[src/rtl/ev2_arb_pkg.sv]
// Shared definitions for the ev2 frame arbiter: FSM state encodings and the
// ev2 sink word width.
package ev2_arb_pkg;

    localparam int EV2_WORD_W = 16;

    typedef enum logic [2:0] {
        ARB_IDLE     = 3'd0,
        ARB_ARB      = 3'd1,
        ARB_STREAM   = 3'd2,
        ARB_RST_REQ  = 3'd3,
        ARB_RST_WAIT = 3'd4
    } arb_state_e;

endpackage

[src/rtl/rr_pick.sv]
// Combinational round-robin selector: scans req_i starting at ptr_i+1 and
// wrapping, so the last winner (ptr_i) is considered last.
module rr_pick #(
    parameter int N     = 2,
    parameter int IDX_W = 1
) (
    input  logic [N-1:0]     req_i,
    input  logic [IDX_W-1:0] ptr_i,
    output logic [N-1:0]     onehot_o,
    output logic [IDX_W-1:0] idx_o,
    output logic             valid_o
);

    logic [IDX_W:0]   pos;
    logic [IDX_W-1:0] k;

    always_comb begin
        onehot_o = '0;
        idx_o    = '0;
        valid_o  = 1'b0;
        pos      = '0;
        k        = '0;
        for (int i = 1; i <= N; i++) begin
            pos = {1'b0, ptr_i} + (IDX_W+1)'(i);
            if (pos >= (IDX_W+1)'(N)) begin
                pos = pos - (IDX_W+1)'(N);
            end
            k = pos[IDX_W-1:0];
            if (!valid_o && req_i[k]) begin
                valid_o     = 1'b1;
                idx_o       = k;
                onehot_o[k] = 1'b1;
            end
        end
    end

endmodule

[src/rtl/ev2_frame_arbiter.sv]
// Frame-atomic round-robin arbiter sharing one ev2 sink between NUM_SRC sources,
// with sink reset handshake on flush. Define EV2_FRAME_ARB_STATS_EN for counters.
module ev2_frame_arbiter
    import ev2_arb_pkg::*;
#(
    parameter int NUM_SRC    = 2,
    parameter int FIFO_DEPTH = 32768,
    parameter int LEN_W      = 16
) (
    input  logic                          clk_i,
    input  logic                          rst_n_i,
    input  logic [NUM_SRC-1:0]            req_i,
    input  logic [NUM_SRC*LEN_W-1:0]      len_i,
    input  logic [NUM_SRC*EV2_WORD_W-1:0] dat_i,
    input  logic [NUM_SRC-1:0]            wr_i,
    output logic [NUM_SRC-1:0]            gnt_o,
    output logic                          rdy_o,
    output logic [NUM_SRC-1:0]            done_o,
    output logic [NUM_SRC-1:0]            err_o,
    input  logic                          flush_i,
    output logic [EV2_WORD_W-1:0]         dat_o,
    output logic                          wr_o,
    input  logic [15:0]                   count_i,
    input  logic                          full_i,
    output logic                          rst_o,
    input  logic                          rst_ack_i
`ifdef EV2_FRAME_ARB_STATS_EN
    ,
    output logic [NUM_SRC*32-1:0]         frame_cnt_o,
    output logic [15:0]                   abort_cnt_o
`endif
);

    localparam int             IDX_W   = (NUM_SRC > 1) ? $clog2(NUM_SRC) : 1;
    localparam logic [LEN_W:0] DEPTH_L = (LEN_W+1)'(FIFO_DEPTH);

    // Occupancy above the nominal depth means no room at all, not a wrapped value.
    function automatic logic [LEN_W:0] free_words(input logic [15:0] cnt);
        logic signed [32:0] diff;
        diff = $signed(33'(FIFO_DEPTH)) - $signed({17'd0, cnt});
        if (diff[32]) begin
            return '0;
        end
        return diff[LEN_W:0];
    endfunction

    arb_state_e              state_q, state_d;
    logic [NUM_SRC-1:0]      gnt_q, gnt_d, done_q, done_d, err_q, err_d, mask_q, mask_d;
    logic [IDX_W-1:0]        ptr_q, ptr_d;
    logic [LEN_W-1:0]        cnt_q, cnt_d;
    logic                    wr_q, wr_d;
    logic [EV2_WORD_W-1:0]   dat_q, dat_d;

    logic [NUM_SRC-1:0]      cand_oh;
    logic [IDX_W-1:0]        cand_idx;
    logic                    cand_vld;
    logic [LEN_W-1:0]        cand_len;
    logic [EV2_WORD_W-1:0]   sel_dat;
    logic                    sel_wr;
    logic                    busy, accept, len_ok, len_fits;

    // Sources already rejected in this arbitration round are masked out.
    rr_pick #(.N(NUM_SRC), .IDX_W(IDX_W)) u_pick (
        .req_i    (req_i & ~mask_q),
        .ptr_i    (ptr_q),
        .onehot_o (cand_oh),
        .idx_o    (cand_idx),
        .valid_o  (cand_vld)
    );

    always_comb begin
        sel_dat  = '0;
        sel_wr   = 1'b0;
        cand_len = '0;
        for (int i = 0; i < NUM_SRC; i++) begin
            if (ptr_q == IDX_W'(i)) begin
                sel_dat = dat_i[i*EV2_WORD_W +: EV2_WORD_W];
                sel_wr  = wr_i[i];
            end
            if (cand_idx == IDX_W'(i)) begin
                cand_len = len_i[i*LEN_W +: LEN_W];
            end
        end
    end

    assign busy     = (state_q == ARB_STREAM);
    assign rdy_o    = busy & ~full_i;
    assign accept   = rdy_o & sel_wr;
    assign len_ok   = (cand_len != '0) && ({1'b0, cand_len} <= DEPTH_L);
    assign len_fits = ({1'b0, cand_len} <= free_words(count_i));

    always_comb begin
        state_d = state_q;
        gnt_d   = gnt_q;
        ptr_d   = ptr_q;
        cnt_d   = cnt_q;
        mask_d  = mask_q;
        done_d  = '0;
        err_d   = '0;
        wr_d    = 1'b0;
        dat_d   = dat_q;
        case (state_q)
            ARB_IDLE: begin
                mask_d = '0;
                if (|req_i) state_d = ARB_ARB;
            end
            ARB_ARB: begin
                if (!cand_vld) begin
                    state_d = ARB_IDLE;
                    mask_d  = '0;
                end else if (!len_ok) begin
                    err_d  = cand_oh;
                    mask_d = mask_q | cand_oh;
                end else if (len_fits) begin
                    gnt_d   = cand_oh;
                    cnt_d   = cand_len;
                    ptr_d   = cand_idx;
                    mask_d  = '0;
                    state_d = ARB_STREAM;
                end
            end
            ARB_STREAM: begin
                dat_d = sel_dat;
                wr_d  = accept;
                if (accept) begin
                    cnt_d = cnt_q - LEN_W'(1);
                    if (cnt_q == LEN_W'(1)) begin
                        done_d  = gnt_q;
                        gnt_d   = '0;
                        state_d = ARB_IDLE;
                    end
                end
            end
            ARB_RST_REQ:  if (rst_ack_i)  state_d = ARB_RST_WAIT;
            ARB_RST_WAIT: if (!rst_ack_i) state_d = ARB_IDLE;
            default:      state_d = ARB_IDLE;
        endcase
        if (flush_i && (state_q inside {ARB_IDLE, ARB_ARB, ARB_STREAM})) begin
            state_d = ARB_RST_REQ;
            gnt_d   = '0;
            wr_d    = 1'b0;
            done_d  = '0;
            err_d   = '0;
            mask_d  = '0;
        end
    end

    always_ff @(posedge clk_i or negedge rst_n_i) begin
        if (!rst_n_i) begin
            state_q <= ARB_IDLE;
            gnt_q   <= '0;
            ptr_q   <= '0;
            cnt_q   <= '0;
            mask_q  <= '0;
            done_q  <= '0;
            err_q   <= '0;
            wr_q    <= 1'b0;
            dat_q   <= '0;
        end else begin
            state_q <= state_d;
            gnt_q   <= gnt_d;
            ptr_q   <= ptr_d;
            cnt_q   <= cnt_d;
            mask_q  <= mask_d;
            done_q  <= done_d;
            err_q   <= err_d;
            wr_q    <= wr_d;
            dat_q   <= dat_d;
        end
    end

    assign gnt_o  = gnt_q;
    assign done_o = done_q;
    assign err_o  = err_q;
    assign wr_o   = wr_q;
    assign dat_o  = dat_q;
    assign rst_o  = (state_q == ARB_RST_REQ);

`ifdef EV2_FRAME_ARB_STATS_EN
    logic [31:0] frame_cnt_q [NUM_SRC];
    logic [15:0] abort_cnt_q;

    always_ff @(posedge clk_i or negedge rst_n_i) begin
        if (!rst_n_i) begin
            for (int i = 0; i < NUM_SRC; i++) frame_cnt_q[i] <= '0;
            abort_cnt_q <= '0;
        end else begin
            for (int i = 0; i < NUM_SRC; i++) begin
                if (done_d[i]) frame_cnt_q[i] <= frame_cnt_q[i] + 32'd1;
            end
            if (flush_i && busy && (abort_cnt_q != 16'hFFFF)) begin
                abort_cnt_q <= abort_cnt_q + 16'd1;
            end
        end
    end

    for (genvar g = 0; g < NUM_SRC; g++) begin : g_frame_cnt
        assign frame_cnt_o[g*32 +: 32] = frame_cnt_q[g];
    end
    assign abort_cnt_o = abort_cnt_q;
`endif

endmodule

[config.mk]
export PLATFORM = sky130hd
export DESIGN_NAME = ev2_frame_arbiter
export DESIGN_NICKNAME = d
export VERILOG_FILES = /design/src/rtl/ev2_arb_pkg.sv /design/src/rtl/rr_pick.sv /design/src/rtl/ev2_frame_arbiter.sv
export SDC_FILE = /design/constraint.sdc
export NUM_CORES = 1
export LEC_CHECK = 0
export CORE_ASPECT_RATIO = 1.2
export CORE_UTILIZATION = 45
export DETAILED_ROUTE_END_ITERATION = 6
export PLACE_DENSITY = 0.85
export SLEW_MARGIN = 0
export SYNTH_ARGS = -nofsm -noshare
export SYNTH_HDL_FRONTEND = slang
export SYNTH_SLANG_ARGS = --single-unit
export TNS_END_PERCENT = 10
[constraint.sdc]
create_clock -name clk_i -period 3.9 [get_ports clk_i]
set_input_delay 0.78 -clock clk_i [delete_from_list [all_inputs] [get_ports clk_i]]
set_output_delay 0.78 -clock clk_i [all_outputs]
set_load 0.01 [all_outputs]
======== Word-level counts from Yosys, hierarchy flattened ========
Cells that the tools add are included.
word-level totals
  flip-flop bits (word level) ............. 45
  bits of input ports ..................... 89
  output and inout port bits .............. 25
  word-level logic and storage cells ...... 127
operators by class
  add/subtract/negate cells ............... 6
  $lt $le $gt $ge ......................... 8
  eq/ne operators ......................... 20
  multiplexer cells ....................... 59
  bitwise operators ....................... 7
  reduce and logical (&&, ||, !) cells .... 18
operator list
  cell                    number
  $mux 16                 6
  $mux 2                  20
  $mux 17                 2
  $pmux 16 s2             1
  $mux 3                  9
  $le 16x17->1            1
  $sub 16x16->17 const A  1
  $eq 16x1->1 const B     1
  $le 16x16->1 const B    1
  $mux 1                  16
  $reduce_bool 16->1      1
  $sub 16x1->16 const B   1
  $pmux 3 s5              1
  $ne 3x2->1 const B      4
  $ne 3x1->1 const B      3
  $reduce_bool 3->1       3
  $ne 4x3->1 const B      2
  $pmux 2 s2              2
  $reduce_and 7->1        1
  $eq 3x2->1 const B      2
  $ne 2x2->1 const B      3
  $reduce_and 6->1        1
  $logic_and 1x1->1       5
  $ne 5x4->1 const B      1
  23 further kinds        30

======== Logic depth before layout (Yosys ltp) ========
Gate-level depths: netlist of run 1.
  depth in word-level cells ............... 16
  mapped depth ............................ 17
  depth with buffers taken out ............ 16

======== Hierarchy ========
From an unflattened synthesis of run 1, not the netlist that was laid out.
unflattened totals
  cells, all modules ...................... 407
  area total of the unflattened synthesis .. 3,474.6 um2
by module, submodules not included
  module             instances  cells each  area each (um2)  sequential area each (um2)
  ev2_frame_arbiter  1          402         3,442.1          1,126.1
  rr_pick            1          5           32.5             0.0

======== Least setup slack after synthesis of run 1 ========
Ideal clock, no wire load.
  path type ............................... input to register
  from .................................... in count_i[0]
  to ...................................... reg cnt_q[1]
  setup time .............................. 0.111 ns
  arrival time ............................ 4.033 ns
  data required time ...................... 3.789 ns
  setup slack ............................. -0.244 ns
  stages on the path ...................... 17
  buffers on the path ..................... 1
  path through ............................ inv_1 > ha_1 > nand3b_1 > or2_2 > nor4_2 > nand3b_1 > nand2_1 > nand2_1 > ha_1 > a21oi_1 > o21ai_1 > a2111oi_1 > a211oi_2 > nor3_2 > buf_4 > o21ai_1 > a222oi_1
between the ends
  word-level cells in the longest chain between the ends .. 6
RTL lines
  item                                   RTL line                  RTL
  start: declaration                     ev2_frame_arbiter.sv:23   input logic [15:0] count_i,
  $sub 16x16->17 (*)                     ev2_frame_arbiter.sv:40   diff = $signed(33'(FIFO_DEPTH)) - $signed({17'd0, cnt});
  $mux 1                                 ev2_frame_arbiter.sv:41   if (diff[32]) begin
  $mux 17 (*)                            ev2_frame_arbiter.sv:44   return diff[LEN_W:0];
  $le 16x17->1 (*)                       ev2_frame_arbiter.sv:90   assign len_fits = ({1'b0, cand_len} <= free_words(count_i));
  $ne 2x2->1 (no source line) (*)        --
  $reduce_and 5->1 (no source line) (*)  --
  end signal: assignment                 ev2_frame_arbiter.sv:163  cnt_q <= cnt_d;
  end: declaration                       ev2_frame_arbiter.sv:50   logic [LEN_W-1:0] cnt_q, cnt_d;
Mark *: on every way between the ends. The rest lies on a longest branch, timed or not.
A chain may end at the register's enable or synchronous reset.

======== Worst setup path in the final report of run 1 ========
  from .................................... in req_i[0]
  to ...................................... reg cnt_q[15]
between the ends
  word-level cells in the longest chain between the ends .. 12
  elaborated cells between the ends (all ways) .. 24
  those cells by class .................... 2 x order compare; 3 x eq/ne; 13 x mux; 1 x bitwise; 5 x reduce/logical
RTL lines
  item                                                                     RTL line                                           RTL
  start: declaration                                                       ev2_frame_arbiter.sv:12                            input logic [NUM_SRC-1:0] req_i,
  $and 2x2->2 (*)                                                          ev2_frame_arbiter.sv:64                            .req_i (req_i & ~mask_q),
  $mux 1 (implied by the code) (2 in series)                               rr_pick.sv:29                                      if (!valid_o && req_i[k]) begin
  $mux 1                                                                   rr_pick.sv:29
  $logic_not 1->1                                                          rr_pick.sv:29
  $logic_and 1x1->1                                                        rr_pick.sv:29
  $mux 1                                                                   rr_pick.sv:29
  $mux 16                                                                  ev2_frame_arbiter.sv:80                            if (cand_idx == IDX_W'(i)) begin
  $le 16x16->1 (tied with other cells)                                     ev2_frame_arbiter.sv:89                            assign len_ok = (cand_len != '0) && ({1'b0, cand_len} <= DEPTH_L);
  $logic_and 1x1->1 / $mux 16 (equally long branches)                      ev2_frame_arbiter.sv:89, ev2_frame_arbiter.sv:111
  $ne 2x2->1 (no source line) / $mux 16 (equally long branches)            --
  $reduce_and 5->1 (no source line) / $pmux 16 s2 (equally long branches)  --
Mark *: on every way between the ends. The rest lies on a longest branch, timed or not. The select of a mux whose other input is x is not followed.

==> results of run 1 <==
## flip-flops by register name (all words and copies together), names as in the netlist
register / cells
gnt_o: 2
err_o: 2
done_o: 2
state_q: 3
dat_o: 16
wr_o: 1
ptr_q: 1
cnt_q: 16
mask_q: 2
## power groups by stage
stage / Sequential (uW) / Combinational, uW / Clock, uW
after global routing: 860 / 1660 / 319
after floorplan: 837 / 714 / 0
after global placement: 821 / 1270 / 0
after detailed placement: 835 / 1320 / 0
final: 839 / 1520 / 295
after CTS: 828 / 1410 / 299
## worst max-delay path, cell delays in order
cell             delay, ns
clkdlybuf4s50_1       0.50
nor2b_4               0.17
nand2_2               0.08
nand2_4               0.13
clkbuf_16             0.17
mux2_2                0.36
ha_1                  0.37
nand3_4               0.14
nor3_4                0.24
a211oi_2              0.10
a211oi_2              0.33
nor3_2                0.10
buf_4                 0.19
buf_6                 0.12
mux2_1                0.27
o211a_1               0.20
## cell families after synthesis
| logic type | count (synthesis) |
|---|---|
| flops | 45 |
| compound gates | 90 |
| fa+ha+maj | 20 |
| buf+inv | 27 |
| simple gates | 148 |
| xor+xnor | 11 |
| mux | 38 |
## placed cells by master (no fill, tap or decap), types with 7 or more instances in the layout
cell	n
xnor2_1	7
o21ai_0	27
nand2_1	44
nor4_1	13
inv_1	11
buf_2	7
clkdlybuf4s50_1	105
a21oi_1	12
nor2_1	20
nor3_1	9
dfrtp_1	45
nand2_2	9
nand3b_1	7
ha_1	13
buf_4	59
mux2i_1	21
mux2_2	10
## final timing paths
path	startpoint	endpoint	slack, ns
setup / recovery	req_i[0]	cnt_q[15]	-0.15
hold / removal	dat_o[14]	dat_o[14]	0.48
setup reg to reg	mask_q[0]	cnt_q[15]	0.44
hold reg to reg	dat_o[14]	dat_o[14]	0.48
max in group asynchronous	rst_n_i	cnt_q[2]	2.64
min in group asynchronous	rst_n_i	cnt_q[13]	0.64
## what timing repair did
action,4_1_cts,5_1_grt
endpoints found under the setup margin,23,23
buffers inserted,11,6
hold endpoints to repair,0,0
resized for setup,44,35
gates cloned,3,1
pin swaps,19,8
## metal layers
metal,global-route usage,vias up,part of all wire
li1,-,1763,-
met1,0.290,1763,0.35
met2,0.509,223,0.51
met3,0.0491,59,0.080
met4,0.139,0,0.058
met5,0,-,0
## area by class of cell
type                    instances  area share
multi-input cells             308       0.442
repair buffers                182       0.306
clock inverters                 3     0.00386
inverters                      14      0.0104
clock buffers                   5      0.0125
well taps                      90      0.0204
flip-flops and latches         45       0.204
## synthesized netlist by cell type, types with 6 or more instances
cell / count
o21ai_0: 28
nand2_1: 54
clkbuf_1: 7
nor4_1: 14
ha_1: 19
xnor2_1: 7
nor3_1: 14
inv_1: 14
mux2_2: 11
nor2_1: 20
nand3_1: 6
o21a_1: 6
dfrtp_1: 45
a21oi_1: 14
nand3b_1: 7
mux2i_1: 25
## through the flow
stage / hold WS (ns) / setup slack [ns] / area (um^2) / setup TNS [ns]
final: 0.484 / -0.151 / 5520 / -1.47
after global routing: 0.523 / -0.265 / 5520 / -3.68
after CTS: 0.492 / -0.00245 / 5280 / -0.00245
after detailed placement: 0.467 / -0.815 / 4990 / -14.88
after global placement: 0.464 / -0.642 / 4990 / -12.65
after floorplan: 0.450 / -0.0596 / 3430 / -0.0913
==> results.toml, run 1 <==
[outcome]
status = "complete, but fails checks"
violations = "negative setup slack"

[clocking]
clkSlewWorstSetupHoldPaths_ns = 0.09
cts_buffers = 5
clk_path_buf_depth = 2
clkSinkCount = 45
holdBufCountCts = 0
insertion_delay_ns = 0.30
cts_root_buf = "clkbuf_8"
cts_max_level = 2
cts_tree = "done"

[synthesis]
synth-simple-area-share = 0.230
synth_area_per_cell_um2 = 8.88
post-synth-top-area-fraction = 0.335
synth_compound_gate_area_share = 0.182
yosysUniqueCellTypes = 60
ys.flop_type = "dfrtp_1"
ys_warn_count = 0
synthMuxAreaShare = 0.119
ys_seq_area_frac = 0.335
ys_seq_elements = 45
postSynthCellCount = 379
synth_edf_count = 0
syn_nets = 487
synth_xor_area_frac = 0.0286
ys_async_sr_fraction = 1.00
synthAdderAreaFrac = 0.0736
syn_area_um2 = 3370
netlist_top_cells_area = "dfrtp_1, mux2i_1, ha_1"
synth_top_family_by_area = "simple AND/OR/NAND/NOR gates"
yosysTopAreaCell = "dfrtp_1"

[layout]
regArea_um2 = 1130
drive_above_1_share = 0.268
synthToLayoutAreaGrowth_pct = 63.9
fin_nets = 664
finish.utilization = 0.763
multi_input_area_um2 = 2440
fill_cells = 485
final_cell_count_no_fill = 647
antenna_cells = 0

[timing]
rsz0062_at_grt = "true"
hold_viol = 0
setup_slack_ns = -0.151
setup_viol = 17
drv_slew = 0
finalClockSkew_ns = 0.00689
clock.fmax_mhz = 247
period_minus_slack_ns = 4.05
tightest_slew_ns = 1.16
slew_headroom = 0.224
finalCritPeriodShare = 1.04

[die]
die_h_um = 96.7
num_rows = 34
dieArea_um2 = 7830
ios = 114
initial_core_util = 0.465
core_um2 = 7230
die-width_um = 81.0

[global_route]
grt_usage = 0.277
grt_pass1_vias = 3902
grt_antenna_before_repair = 0
grt_overflow = 0
grt_max_degree = 46
grt_pass1_wl_um = 16900

[worst_setup_path]
end_kind = "register"
rr_worst_depth = 15
cp_max_fo = 6
start_kind = "input port"
critical_path_class = "input port to register"
worstPathRequired_ns = 4.10
cp.arrival_ns = 4.25

[min_path]
hold_class = "register to register"
holdPathStages = 2

[placement]
portBuffers = 113
hpwl_um = 7770
dpl.cell_count = 618
gp_congestion = 0.874

[drt]
num_vias = 3808
drcViolationCount = 0
ant_nets = 0
detail_route.first_pass.iterations = 5
wirelength_um = 11500
vias_per_cell = 5.89
wl_per_cell_um = 17.8
drtIter0Drc = 269

[power]
p_per_area_nw_per_um2 = 482
p_leak_uw = 0.00234
p_sw_frac = 0.411
combPwrFrac = 0.573
internal_power_uw = 1560
finalPower_uw = 2660
clockPowerShare = 0.111
p_switching_uw = 1090
pwr-share-seq = 0.316
max-vdd-ir-drop_v = 0.000372

[run]
cap_violations = 0
Power figures use the tool's default switching activity.
==> run 2: changes to the inputs <==
Settings changed: CORE_UTILIZATION 45 to 43, CTS_BUF_LIST from default to sky130_fd_sc_hd__clkbuf_2.
Clock period 3.9 ns to 3.65 ns, I/O delays scaled along.
==> results.toml, run 2 (synthesis results as in run 1) <==
[outcome]
status = "complete, but fails checks"
violations = "negative setup slack"

[clocking]
cts_tree = "done"
insertion_delay_ns = 0.43
cts_max_level = 2
holdBufCountCts = 0
cts_root_buf = "clkbuf_2"
clkSinkCount = 45
clkSlewWorstSetupHoldPaths_ns = 0.24
clk_path_buf_depth = 2
cts_buffers = 5

[die]
die-width_um = 82.8
die_h_um = 98.9
initial_core_util = 0.455
num_rows = 34
dieArea_um2 = 8190
core_um2 = 7400
ios = 114

[worst_setup_path]
cp.arrival_ns = 4.11
worstPathRequired_ns = 3.99
max_stage_delay_ns = 0.35
rr_worst_depth = 15
reg2reg_slack_ns = 0.32
cp_max_fo = 5
start_kind = "input port"
end_kind = "register"
path_cells = "buf_6 > nor3_4 > nand3b_1 > or2_4 > nor4_4 > nand3b_1 > nand2_2 > nand2_1 > ha_1 > nand3_2 > o21bai_4 > a211oi_1 > a211oi_2 > nor3_2 > buf_4 > buf_4 > o21a_1 > o21a_1"
timing.rr.end = "cnt_q[8]"
r2r_start = "mask_q[0]"
critical_path_class = "input port to register"
crit_slowest_cell = "a211oi_2"

[placement]
gp_congestion = 0.883
portBuffers = 113
pre_cts_ws_ns = -0.958
hpwl_um = 7880
placed_area_um2 = 5010

[layout]
drive_above_1_share = 0.263
final_common_cell = "clkdlybuf4s50_1"
layout_common_cells = "clkdlybuf4s50_1, buf_4, nand2_1"
synthToLayoutAreaGrowth_pct = 63.1
fin_nets = 663
antenna_cells = 0
fin_area_um2 = 5490
fill_cells = 514

[drt]
drtIter0Drc = 210
num_vias = 3742
ant_nets = 0
wl_per_cell_um = 16.6
wirelength_um = 10700
vias_per_cell = 5.79
drcViolationCount = 0
detail_route.first_pass.iterations = 5

[timing]
finalCritPeriodShare = 1.03
setup_viol = 15
tightest_slew_ns = 0.977
period_minus_slack_ns = 3.77
slew_headroom = 0.348
rsz0062_at_grt = "true"
hold_viol = 0
finalClockSkew_ns = 0.0179
clock.fmax_mhz = 265
setup_slack_ns = -0.119
drv_slew = 0
hold_ws_ns = 0.417

[global_route]
grt_pass1_vias = 3650
grt_max_degree = 46
grt_usage = 0.253
grt_pass1_wl_um = 16300
grt_antenna_before_repair = 0
grt_overflow = 0

[power]
p_leak_uw = 0.00232
max-vdd-ir-drop_v = 0.000478
p_per_area_nw_per_um2 = 505

[min_path]
hold_class = "input port to asynchronous set/reset pin"

[run]
cap_violations = 0
-- run 2: power breakdown --
group / total, uW / internal [uW] / switching (uW)
Sequential: 893 / 700 / 193
Combinational: 1600 / 821 / 778
Clock: 281 / 113 / 168
Total: 2770 / 1630 / 1140
-- run 2: repair_timing --
item / CTS / global route
gates resized for setup: 29 / 54
gates cloned: 2 / 0
pin swaps: 15 / 30
buffers inserted: 11 / 4
hold endpoints to repair: 0 / 0
endpoints found under the setup margin: 23 / 22
-- run 2: cell type report --
cell class / count / area [um^2] / area share
flip-flops and latches: 45 / 1130 / 0.205
clock buffers: 5 / 25.0 / 0.00456
inverters: 14 / 57.6 / 0.0105
multi-input cells: 308 / 2460 / 0.447
well taps: 90 / 113 / 0.0205
repair buffers: 181 / 1670 / 0.304
clock inverters: 3 / 41.3 / 0.00752
-- run 2: how the worst max path moves through the flow --
stage	start	endpoint	cells past startpoint
floorplan	count_i[4]	cnt_q[1]	15
global placement	count_i[4]	mask_q[0]	16
detailed placement	count_i[1]	gnt_o[1]	17
CTS	req_i[0]	cnt_q[15]	15
global route	count_i[2]	cnt_q[5]	18
finish	count_i[2]	cnt_q[2]	18
-- run 2: layer usage --
metal	global-route usage	routed length [um]	up-vias
li1	-	-	1759
met1	0.285	4040	1744
met2	0.461	5470	204
met3	0.0361	808	35
met4	0.103	382	0
met5	0	0	-
-- run 2: worst max-delay path: cells and delay by family --
kind | cells | cell delay [ns]
buffers and inverters | 3 | 0.42
AOI/OAI and AO/OA | 5 | 0.97
and+or+nand+nor | 9 | 1.68
adders and majority gates | 1 | 0.30
-- run 2: through the flow --
stage	total power (uW)	setup TNS [ns]	util	std cells
5_1_grt	2950	-3.53	0.742	646
4_1_cts	2650	0	0.709	642
2_1_floorplan	1660	-2.96	-	379
3_5_place_dp	2310	-19.41	0.677	621
3_3_place_gp	2240	-16.59	0.677	621
6_report	2770	-1.18	0.742	646
==> run 3: changes to the inputs <==
Settings changed: CTS_BUF_LIST sky130_fd_sc_hd__clkbuf_2 to sky130_fd_sc_hd__clkbuf_8.
==> results.toml, run 3 (synthesis results as in run 1) <==
[run]
cap_violations = 0

[layout]
drive_above_1_share = 0.274
layout_common_cells = "clkdlybuf4s50_1, buf_4, nand2_1"
synthToLayoutAreaGrowth_pct = 65.9
fill_cells = 523
antenna_cells = 0
fin_nets = 669
final_common_cell = "clkdlybuf4s50_1"

[timing]
slew_headroom = 0.336
drv_slew = 0
hold_ws_ns = 0.485
clock.fmax_mhz = 265
tightest_slew_ns = 0.996
rsz0062_at_grt = "true"
finalClockSkew_ns = 0.00711
setup_viol = 18
setup_slack_ns = -0.123
finalCritPeriodShare = 1.03
period_minus_slack_ns = 3.77
setup_tns_ns = -1.23
hold_viol = 0

[worst_setup_path]
end_kind = "register"
critical_path_class = "input port to register"
cp.arrival_ns = 3.97
start_kind = "input port"
cp_max_fo = 5
worstPathRequired_ns = 3.84

[outcome]
violations = "negative setup slack"
status = "complete, but fails checks"

[drt]
wl_per_cell_um = 17.6
ant_nets = 0
num_vias = 3794
vias_per_cell = 5.82
drtIter0Drc = 216
wirelength_um = 11500
drcViolationCount = 0
detail_route.first_pass.iterations = 5

[global_route]
grt_max_degree = 46
grt_overflow = 0
grt_antenna_before_repair = 0
grt_pass1_vias = 3793
grt_pass1_wl_um = 17200
grt_usage = 0.270

[die]
die-width_um = 82.8
ios = 114
initial_core_util = 0.455
die_h_um = 98.9
dieArea_um2 = 8190
core_um2 = 7400
num_rows = 34

[placement]
portBuffers = 113
gp_congestion = 0.883
hpwl_um = 7880

[clocking]
cts_root_buf = "clkbuf_8"
clkSlewWorstSetupHoldPaths_ns = 0.08
holdBufCountCts = 0
cts_buffers = 5
cts_tree = "done"
clkSinkCount = 45
cts_max_level = 2
insertion_delay_ns = 0.30
clk_path_buf_depth = 2

[power]
combPwrFrac = 0.559
p_sw_frac = 0.396
internal_power_uw = 1770
pwr-share-seq = 0.306
p_leak_uw = 0.00239
p_per_area_nw_per_um2 = 526
clockPowerShare = 0.135
p_switching_uw = 1160
max-vdd-ir-drop_v = 0.000467

[min_path]
hold_class = "register to register"
## run 3: path summary, 6_finish.rpt
| check | startpoint | to | slack [ns] | cells after the start |
|---|---|---|---|---|
| setup / recovery | count_i[3] | cnt_q[8] | -0.12 | 17 |
| hold / removal | dat_o[13] | dat_o[13] | 0.49 | 2 |
| setup reg to reg | mask_q[0] | cnt_q[8] | 0.19 | 15 |
| hold reg to reg | dat_o[13] | dat_o[13] | 0.49 | 2 |
| max in group asynchronous | rst_n_i | cnt_q[14] | 2.44 | 1 |
| min in group asynchronous | rst_n_i | mask_q[0] | 0.59 | 1 |
## run 3: what timing repair did
item / CTS / global route
buffers inserted: 17 / 2
cloned: 4 / 0
endpoints found under the setup margin: 23 / 22
pin swaps: 25 / 6
resized for setup: 71 / 18
## run 3: critical path: stages
cell and delay, ns:
buf_6 0.10, nor3_4 0.18, nand3b_1 0.12, or2_4 0.27
nor4_4 0.19, nand3b_1 0.21, nand2_2 0.18, nand2_1 0.09
ha_1 0.30, nand3_2 0.12, o21bai_2 0.11, a2111oi_2 0.46
a211oi_2 0.12, buf_4 0.17, or2_4 0.26, o31a_1 0.26
o21a_1 0.11
## run 3: stage by stage
| step | total power (uW) | setup WS (ns) | cells | area, um^2 | utilization |
|---|---|---|---|---|---|
| after global routing | 3120 | -0.296 | 652 | 5590 | 0.755 |
| after detailed placement | 2310 | -0.958 | 621 | 5010 | 0.677 |
| after global placement | 2240 | -0.813 | 621 | 5010 | 0.677 |
| final | 2940 | -0.123 | 652 | 5590 | 0.755 |
| after CTS | 2860 | -0.0169 | 650 | 5490 | 0.741 |
| after floorplan | 1660 | -0.260 | 379 | 3430 | - |
## run 3: power groups by stage
stage / combinational [uW] / sequential [uW] / clock, uW
after floorplan: 767 / 895 / 0
after global placement: 1360 / 879 / 0
after detailed placement: 1420 / 893 / 0
after CTS: 1570 / 888 / 403
after global routing: 1770 / 926 / 422
final: 1640 / 900 / 396
## run 3: metal layers
layer	vias up	wire [um]	GRT usage
met4	0	479	0.121
met5	-	0	0
met1	1761	4270	0.303
met2	202	5900	0.487
li1	1777	-	-
met3	54	805	0.0389
## run 3: cell type report
| cell class | instances | area (um^2) | area share |
|---|---|---|---|
| Clock buffer | 6 | 82.6 | 0.0148 |
| Tap cell | 90 | 113 | 0.0202 |
| Timing Repair Buffer | 187 | 1740 | 0.311 |
| Inverter | 14 | 57.6 | 0.0103 |
| Clock inverter | 2 | 37.5 | 0.00672 |
| Multi-Input combinational cell | 308 | 2430 | 0.435 |
| Sequential cell | 45 | 1130 | 0.202 |
